--- src/rtl/load_store_unit_if.sv ---
// Core/memory-side signal bundle for the load/store unit.
// The master modport is the requester plus memory model; the slave modport is the LSU.
interface load_store_unit_if;
   logic        i_start;
   logic [5:0]  i_opcode;
   logic [31:0] i_addr;
   logic [31:0] i_wdata;
   logic        o_busy;
   logic        o_done;
   logic [31:0] o_rdata;
   logic        o_addr_err;
   logic        o_bus_err;
   logic        o_mem_req;
   logic        o_mem_we;
   logic [31:0] o_mem_addr;
   logic [3:0]  o_mem_be;
   logic [31:0] o_mem_wdata;
   logic        i_mem_ack;
   logic [31:0] i_mem_rdata;

   modport master (
      output i_start, i_opcode, i_addr, i_wdata, i_mem_ack, i_mem_rdata,
      input  o_busy, o_done, o_rdata, o_addr_err, o_bus_err,
             o_mem_req, o_mem_we, o_mem_addr, o_mem_be, o_mem_wdata
   );

   modport slave (
      input  i_start, i_opcode, i_addr, i_wdata, i_mem_ack, i_mem_rdata,
      output o_busy, o_done, o_rdata, o_addr_err, o_bus_err,
             o_mem_req, o_mem_we, o_mem_addr, o_mem_be, o_mem_wdata
   );
endinterface

--- src/rtl/load_store_unit.sv ---
// MIPS byte/half/word load-store unit: one outstanding access, lane steering,
// load extension, alignment checking and an ack timeout.
module load_store_unit #(
   parameter int unsigned TIMEOUT_CYCLES = 16
) (
   input logic               i_clk,
   input logic               i_rst_n,
   load_store_unit_if.slave  bus
);
   typedef enum logic [1:0] {IDLE, ACCESS, RESP} state_t;

   localparam logic [5:0] OP_LB  = 6'b100000;
   localparam logic [5:0] OP_LH  = 6'b100001;
   localparam logic [5:0] OP_LW  = 6'b100011;
   localparam logic [5:0] OP_LBU = 6'b100100;
   localparam logic [5:0] OP_LHU = 6'b100101;
   localparam logic [5:0] OP_SB  = 6'b101000;
   localparam logic [5:0] OP_SH  = 6'b101001;
   localparam logic [5:0] OP_SW  = 6'b101011;

   localparam logic [7:0] TMO_LAST = 8'(TIMEOUT_CYCLES - 1);

   state_t      state, state_nx;
   logic [7:0]  cnt;
   logic [5:0]  op_q;
   logic [1:0]  lane_q;
   logic [31:0] rdata_q;
   logic        addr_err_q, bus_err_q;
   logic        mem_we_q;
   logic [31:0] mem_addr_q, mem_wdata_q;
   logic [3:0]  mem_be_q;

   logic        legal, aligned;
   logic        start_ok, start_bad, ack_ok, tmo;

   // Encoding: op[3] = store, op[1:0] = size (00 byte, 01 half, 11 word), op[2] = unsigned load.
   always_comb begin
      legal = 1'b0;
      case (bus.i_opcode)
         OP_LB, OP_LH, OP_LW, OP_LBU, OP_LHU, OP_SB, OP_SH, OP_SW: legal = 1'b1;
         default: legal = 1'b0;
      endcase
      case (bus.i_opcode[1:0])
         2'b00:   aligned = 1'b1;
         2'b01:   aligned = ~bus.i_addr[0];
         default: aligned = (bus.i_addr[1:0] == 2'b00);
      endcase
   end

   function automatic logic [3:0] calc_be(input logic [1:0] size, input logic [1:0] lane);
      case (size)
         2'b00:   return 4'b0001 << lane;
         2'b01:   return lane[1] ? 4'b1100 : 4'b0011;
         default: return 4'b1111;
      endcase
   endfunction

   function automatic logic [31:0] calc_wdata(input logic [1:0] size, input logic [31:0] d);
      case (size)
         2'b00:   return {4{d[7:0]}};
         2'b01:   return {2{d[15:0]}};
         default: return d;
      endcase
   endfunction

   function automatic logic [31:0] extract(input logic [5:0] op, input logic [1:0] lane,
                                           input logic [31:0] d);
      logic [31:0] s;
      logic [15:0] h;
      s = d >> {lane, 3'b000};
      h = lane[1] ? d[31:16] : d[15:0];
      case (op)
         OP_LB:   return {{24{s[7]}}, s[7:0]};
         OP_LBU:  return {24'd0, s[7:0]};
         OP_LH:   return {{16{h[15]}}, h};
         OP_LHU:  return {16'd0, h};
         default: return d;
      endcase
   endfunction

   always_ff @(posedge i_clk or negedge i_rst_n) begin
      if (!i_rst_n) state <= IDLE;
      else          state <= state_nx;
   end

   always_comb begin
      state_nx  = state;
      start_ok  = 1'b0;
      start_bad = 1'b0;
      ack_ok    = 1'b0;
      tmo       = 1'b0;
      case (state)
         IDLE: begin
            if (bus.i_start) begin
               if (legal && aligned) begin
                  start_ok = 1'b1;
                  state_nx = ACCESS;
               end else begin
                  start_bad = 1'b1;
                  state_nx  = RESP;
               end
            end
         end
         ACCESS: begin
            if (bus.i_mem_ack) begin
               ack_ok   = 1'b1;
               state_nx = RESP;
            end else if (cnt == TMO_LAST) begin
               tmo      = 1'b1;
               state_nx = RESP;
            end
         end
         RESP:    state_nx = IDLE;
         default: state_nx = IDLE;
      endcase
   end

   // Bus fields are frozen at start so they stay constant for the whole access.
   always_ff @(posedge i_clk or negedge i_rst_n) begin
      if (!i_rst_n) begin
         cnt         <= '0;
         op_q        <= '0;
         lane_q      <= '0;
         rdata_q     <= '0;
         addr_err_q  <= 1'b0;
         bus_err_q   <= 1'b0;
         mem_we_q    <= 1'b0;
         mem_addr_q  <= '0;
         mem_be_q    <= '0;
         mem_wdata_q <= '0;
      end else begin
         addr_err_q <= start_bad;
         bus_err_q  <= tmo;
         if (start_ok) begin
            cnt         <= '0;
            op_q        <= bus.i_opcode;
            lane_q      <= bus.i_addr[1:0];
            mem_we_q    <= bus.i_opcode[3];
            mem_addr_q  <= {bus.i_addr[31:2], 2'b00};
            mem_be_q    <= calc_be(bus.i_opcode[1:0], bus.i_addr[1:0]);
            mem_wdata_q <= calc_wdata(bus.i_opcode[1:0], bus.i_wdata);
         end else if (state == ACCESS) begin
            cnt <= cnt + 8'd1;
         end
         if (ack_ok && !op_q[3])
            rdata_q <= extract(op_q, lane_q, bus.i_mem_rdata);
      end
   end

   assign bus.o_busy      = (state != IDLE);
   assign bus.o_done      = (state == RESP);
   assign bus.o_mem_req   = (state == ACCESS);
   assign bus.o_rdata     = rdata_q;
   assign bus.o_addr_err  = addr_err_q;
   assign bus.o_bus_err   = bus_err_q;
   assign bus.o_mem_we    = mem_we_q;
   assign bus.o_mem_addr  = mem_addr_q;
   assign bus.o_mem_be    = mem_be_q;
   assign bus.o_mem_wdata = mem_wdata_q;
endmodule

--- src/flat_wrapper.sv ---
// flat-port wrapper written by rule: the top's interface ports become plain ports
module load_store_unit_flat 
#(
   parameter int unsigned TIMEOUT_CYCLES = 16
)
  (i_clk, i_rst_n, bus_i_start, bus_i_opcode, bus_i_addr, bus_i_wdata, bus_i_mem_ack, bus_i_mem_rdata, bus_o_busy, bus_o_done, bus_o_rdata, bus_o_addr_err, bus_o_bus_err, bus_o_mem_req, bus_o_mem_we, bus_o_mem_addr, bus_o_mem_be, bus_o_mem_wdata);
  load_store_unit_if bus_i ();
  input logic i_clk;
  input logic i_rst_n;
  input wire logic [$bits(bus_i.i_start)-1:0] bus_i_start;
  input wire logic [$bits(bus_i.i_opcode)-1:0] bus_i_opcode;
  input wire logic [$bits(bus_i.i_addr)-1:0] bus_i_addr;
  input wire logic [$bits(bus_i.i_wdata)-1:0] bus_i_wdata;
  input wire logic [$bits(bus_i.i_mem_ack)-1:0] bus_i_mem_ack;
  input wire logic [$bits(bus_i.i_mem_rdata)-1:0] bus_i_mem_rdata;
  output wire logic [$bits(bus_i.o_busy)-1:0] bus_o_busy;
  output wire logic [$bits(bus_i.o_done)-1:0] bus_o_done;
  output wire logic [$bits(bus_i.o_rdata)-1:0] bus_o_rdata;
  output wire logic [$bits(bus_i.o_addr_err)-1:0] bus_o_addr_err;
  output wire logic [$bits(bus_i.o_bus_err)-1:0] bus_o_bus_err;
  output wire logic [$bits(bus_i.o_mem_req)-1:0] bus_o_mem_req;
  output wire logic [$bits(bus_i.o_mem_we)-1:0] bus_o_mem_we;
  output wire logic [$bits(bus_i.o_mem_addr)-1:0] bus_o_mem_addr;
  output wire logic [$bits(bus_i.o_mem_be)-1:0] bus_o_mem_be;
  output wire logic [$bits(bus_i.o_mem_wdata)-1:0] bus_o_mem_wdata;
  assign bus_i.i_start = bus_i_start;
  assign bus_i.i_opcode = bus_i_opcode;
  assign bus_i.i_addr = bus_i_addr;
  assign bus_i.i_wdata = bus_i_wdata;
  assign bus_i.i_mem_ack = bus_i_mem_ack;
  assign bus_i.i_mem_rdata = bus_i_mem_rdata;
  assign bus_o_busy = bus_i.o_busy;
  assign bus_o_done = bus_i.o_done;
  assign bus_o_rdata = bus_i.o_rdata;
  assign bus_o_addr_err = bus_i.o_addr_err;
  assign bus_o_bus_err = bus_i.o_bus_err;
  assign bus_o_mem_req = bus_i.o_mem_req;
  assign bus_o_mem_we = bus_i.o_mem_we;
  assign bus_o_mem_addr = bus_i.o_mem_addr;
  assign bus_o_mem_be = bus_i.o_mem_be;
  assign bus_o_mem_wdata = bus_i.o_mem_wdata;
  load_store_unit #(.TIMEOUT_CYCLES(TIMEOUT_CYCLES)) u_core (.i_clk(i_clk), .i_rst_n(i_rst_n), .bus(bus_i));
endmodule
--- config.mk ---
export PLATFORM = sky130hd
export DESIGN_NAME = load_store_unit_flat
export DESIGN_NICKNAME = d
export VERILOG_FILES = /design/src/rtl/load_store_unit_if.sv /design/src/rtl/load_store_unit.sv /design/src/flat_wrapper.sv
export SDC_FILE = /design/constraint.sdc
export NUM_CORES = 1
export LEC_CHECK = 0
export ABC_AREA = 1
export CORE_MARGIN = 2
export CORE_UTILIZATION = 46
export DETAILED_ROUTE_END_ITERATION = 7
export PLACE_DENSITY = 0.9
export SLEW_MARGIN = 20
export SYNTH_ARGS = -nofsm -noshare
export SYNTH_HDL_FRONTEND = slang
export SYNTH_SLANG_ARGS = --single-unit
--- constraint.sdc ---
create_clock -name i_clk -period 2 [get_ports i_clk]
set_clock_uncertainty 0.1 [all_clocks]
set_input_delay 0.6 -clock i_clk [delete_from_list [all_inputs] [get_ports i_clk]]
set_output_delay 0.6 -clock i_clk [all_outputs]
set_load 0.02 [all_outputs]
==> results.json <==
{
  "h-tree-depth": 4,
  "cts_tree": "built",
  "grt_pass1_vias": 6140,
  "gp_congestion": 0.933,
  "grt_max_degree": 57,
  "fp.coreArea_sq_um": 12700,
  "cts_buffer_depth": 2,
  "setup_ws_ns": 0.0705,
  "synth.area.mux_share_pct": 0,
  "critPathTopFamily": "flip-flops",
  "ir_drop_mv": 0.616,
  "end_kind": "output port",
  "final_cell_mix": "nand2_1, dfrtp_1, clkdlybuf4s50_1",
  "num-nets-final": 1107,
  "fillCellCount": 1002,
  "setup_violations": 0,
  "async_reset_ff_share_pct": 100,
  "fin_util_pct": 70.7,
  "synthDistinctLibCells": 35,
  "p_int_mw": 6.57,
  "worst_path_max_delay_cell": "dfrtp_2",
  "layout_commonest_cell": "nand2_1",
  "synth_area_sq_um": 6000,
  "fin_cells": 1185,
  "placed_cells": 1152,
  "io_pins": 212,
  "drt-initial-drc-count": 590,
  "synth_area_per_cell_sq_um": 7.91,
  "postCtsSetupRepairBufs": 0,
  "die-area_sq_um": 14000,
  "cts_sinks": 118,
  "clk_latency_ns": 0.42,
  "ys_seq_elements": 118,
  "rows": 41,
  "cts-root-buf": "clkbuf_16",
  "wl_per_cell_microns": 15.3,
  "crit_buf_inv": 2,
  "power_frac_clock_pct": 30.7,
  "antenna_found_initial": 0,
  "grt_usage_pct": 27.0,
  "required_ns": 1.30,
  "port-buffer-count": 209,
  "die_x_microns": 118,
  "drv_cap": 0,
  "drt-total-wl_mm": 18.2,
  "synth-edff-count": 0,
  "path_cells": "inv_1, nor2_1, clkdlybuf4s15_2",
  "start_util_pct": 47.4,
  "rsz0062_at_grt": "no",
  "regArea_sq_um": 2960,
  "diodes": 0,
  "crit_arrival_ns": 1.23,
  "layout-drive-gt1-share_pct": 11.6,
  "switchingPower_mw": 3.69,
  "synth_top_family_by_area": "simple AND/OR/NAND/NOR gates",
  "drt_first_pass_iters": 5,
  "fmaxAchievable_ghz": 0.518,
  "post-route-min-period_ns": 1.93,
  "yosys.area_share.simple_pct": 24.9,
  "synth_compound_area_share_pct": 14.9,
  "syn_inst": 759,
  "die_h_microns": 118,
  "finalCritPeriodShare_pct": 96.5,
  "p_comb_share_pct": 35.2,
  "hold_viol": 0,
  "pre_cts_ws_ns": -0.353,
  "ys_warn_count": 0,
  "synthXorXnorAreaFrac_pct": 0.730,
  "dp_hpwl_mm": 13.5,
  "multiInputGateArea_sq_um": 2470,
  "postRouteAntennaNets": 0,
  "numCtsBuffers": 17,
  "viasPerCell": 5.06,
  "synthAdderAreaFrac_pct": 0.209,
  "drcViolationCount": 0,
  "route.vias.total": 5999,
  "drv_slew": 0,
  "path_class": "flip-flop to output port",
  "hold_path.class": "flip-flop to flip-flop",
  "status": "finished, final reports clean",
  "p_sw_share_pct": 36.0,
  "grt_pass1_wl_mm": 29.9,
  "fin_setup_tns_ns": 0,
  "path_max_fanout": 4,
  "critPathMaxStageDelay_ns": 0.41,
  "start_kind": "flip-flop",
  "power_density_nw_per_um2": 1140,
  "seqPwrFrac_pct": 34.1,
  "area_growth_pct": 49.3,
  "path_clk_slew_ns": 0.05,
  "grt.overflow.total": 0,
  "synth_seq_area_share_pct": 49.2,
  "synthFlopType": "dfrtp_1",
  "p_leak_nw": 4.75
}
worst reg2reg max path, cell delays in order, from the launching register on:
cell,delay [ns]
dfrtp_1,0.42
inv_1,0.20
nand4_1,0.14
inv_1,0.40
o21ai_0,0.16
o21bai_1,0.19
inv_1,0.07
cell usage after synthesis (all sizes together) (3+ instances only):
master    n  area (sq um)
or2      10          62.6
clkbuf    8          30.0
a21oi    40           200
nand2   241           910
a211oi    4          30.0
nand3    30           173
buf      29           263
a21boi    7          52.6
nor2     72           293
dfrtp   118          2950
nand4     3          18.8
o21bai   16           120
a31oi     8          50.1
nor3      4          25.0
xor2      4          35.0
inv      80           300
o21ai    77           427
final timing paths:
kind	start	endpoint	slack, ns	depth (start not counted)
setup / recovery	u_core.state[1]	bus_o_done	0.07	3
hold / removal	u_core.bus.o_mem_addr[6]	u_core.bus.o_mem_addr[6]	0.37	2
setup reg to reg	u_core.op_q[3]	u_core.bus.o_rdata[17]	0.20	6
hold reg to reg	u_core.bus.o_mem_addr[6]	u_core.bus.o_mem_addr[6]	0.37	2
max in group asynchronous	i_rst_n	u_core.bus.o_mem_addr[3]	0.72	3
min in group asynchronous	i_rst_n	u_core.bus.o_rdata[13]	0.52	2
logic make-up (layout without fill, tap and decap cells):
family	after synthesis	in the layout
other cells	1	2
flops	118	118
fa+ha+maj	1	1
simple gates	362	362
buf+inv	118	371
compound gates	154	154
xor+xnor	5	5
routing by layer:
metal / routed length [microns] / track usage (%)
met1: 6830 / 30.5
met2: 9020 / 45.7
met3: 1680 / 9.36
met4: 629 / 13.0
met5: 0 / 0
power by group through the flow:
stage / logic, mW / registers, mW / clock network, mW
final: 3.61 / 3.49 / 3.15
after global routing: 3.94 / 3.59 / 3.29
after CTS: 3.63 / 3.49 / 3.19
after detailed placement: 4.04 / 3.53 / 0
after global placement: 3.93 / 3.52 / 0
after floorplan: 1.34 / 4.21 / 0
flip-flops by register name (all words and copies together), names as in the netlist:
name                    flops
u_core.bus.o_mem_wdata     32
u_core.bus.o_rdata         32
u_core.op_q                 6
u_core.bus.o_addr_err       1
u_core.cnt                  8
u_core.bus.o_mem_addr      30
u_core.lane_q               2
u_core.bus.o_bus_err        1
u_core.bus.o_mem_be         4
u_core.state                2
final cells by class:
cell class                 count  area share, %
tap                          172           2.40
multi-input combinational    524           27.5
sequential                   118           33.0
inverter                      81           3.39
clock buffer                  20           5.21
clock inverter                12           1.69
timing repair buffer         258           26.8
what timing repair did:
action                                  in CTS  in global routing
resized for setup                          111                  4
hold buffers                                 1                  0
endpoints found under the hold margin       15                  0
endpoints found under the setup margin     104                 15
through the flow:
step / hold slack (ns) / cell area (sq um) / power, mW
global route: 0.394 / 8960 / 10.8
global placement: 0.361 / 8460 / 7.45
floorplan: 0.204 / 6000 / 5.54
CTS: 0.375 / 8960 / 10.3
detailed placement: 0.364 / 8460 / 7.56
finish: 0.373 / 8960 / 10.3
No activity file was read; power rests on OpenSTA's default activity.
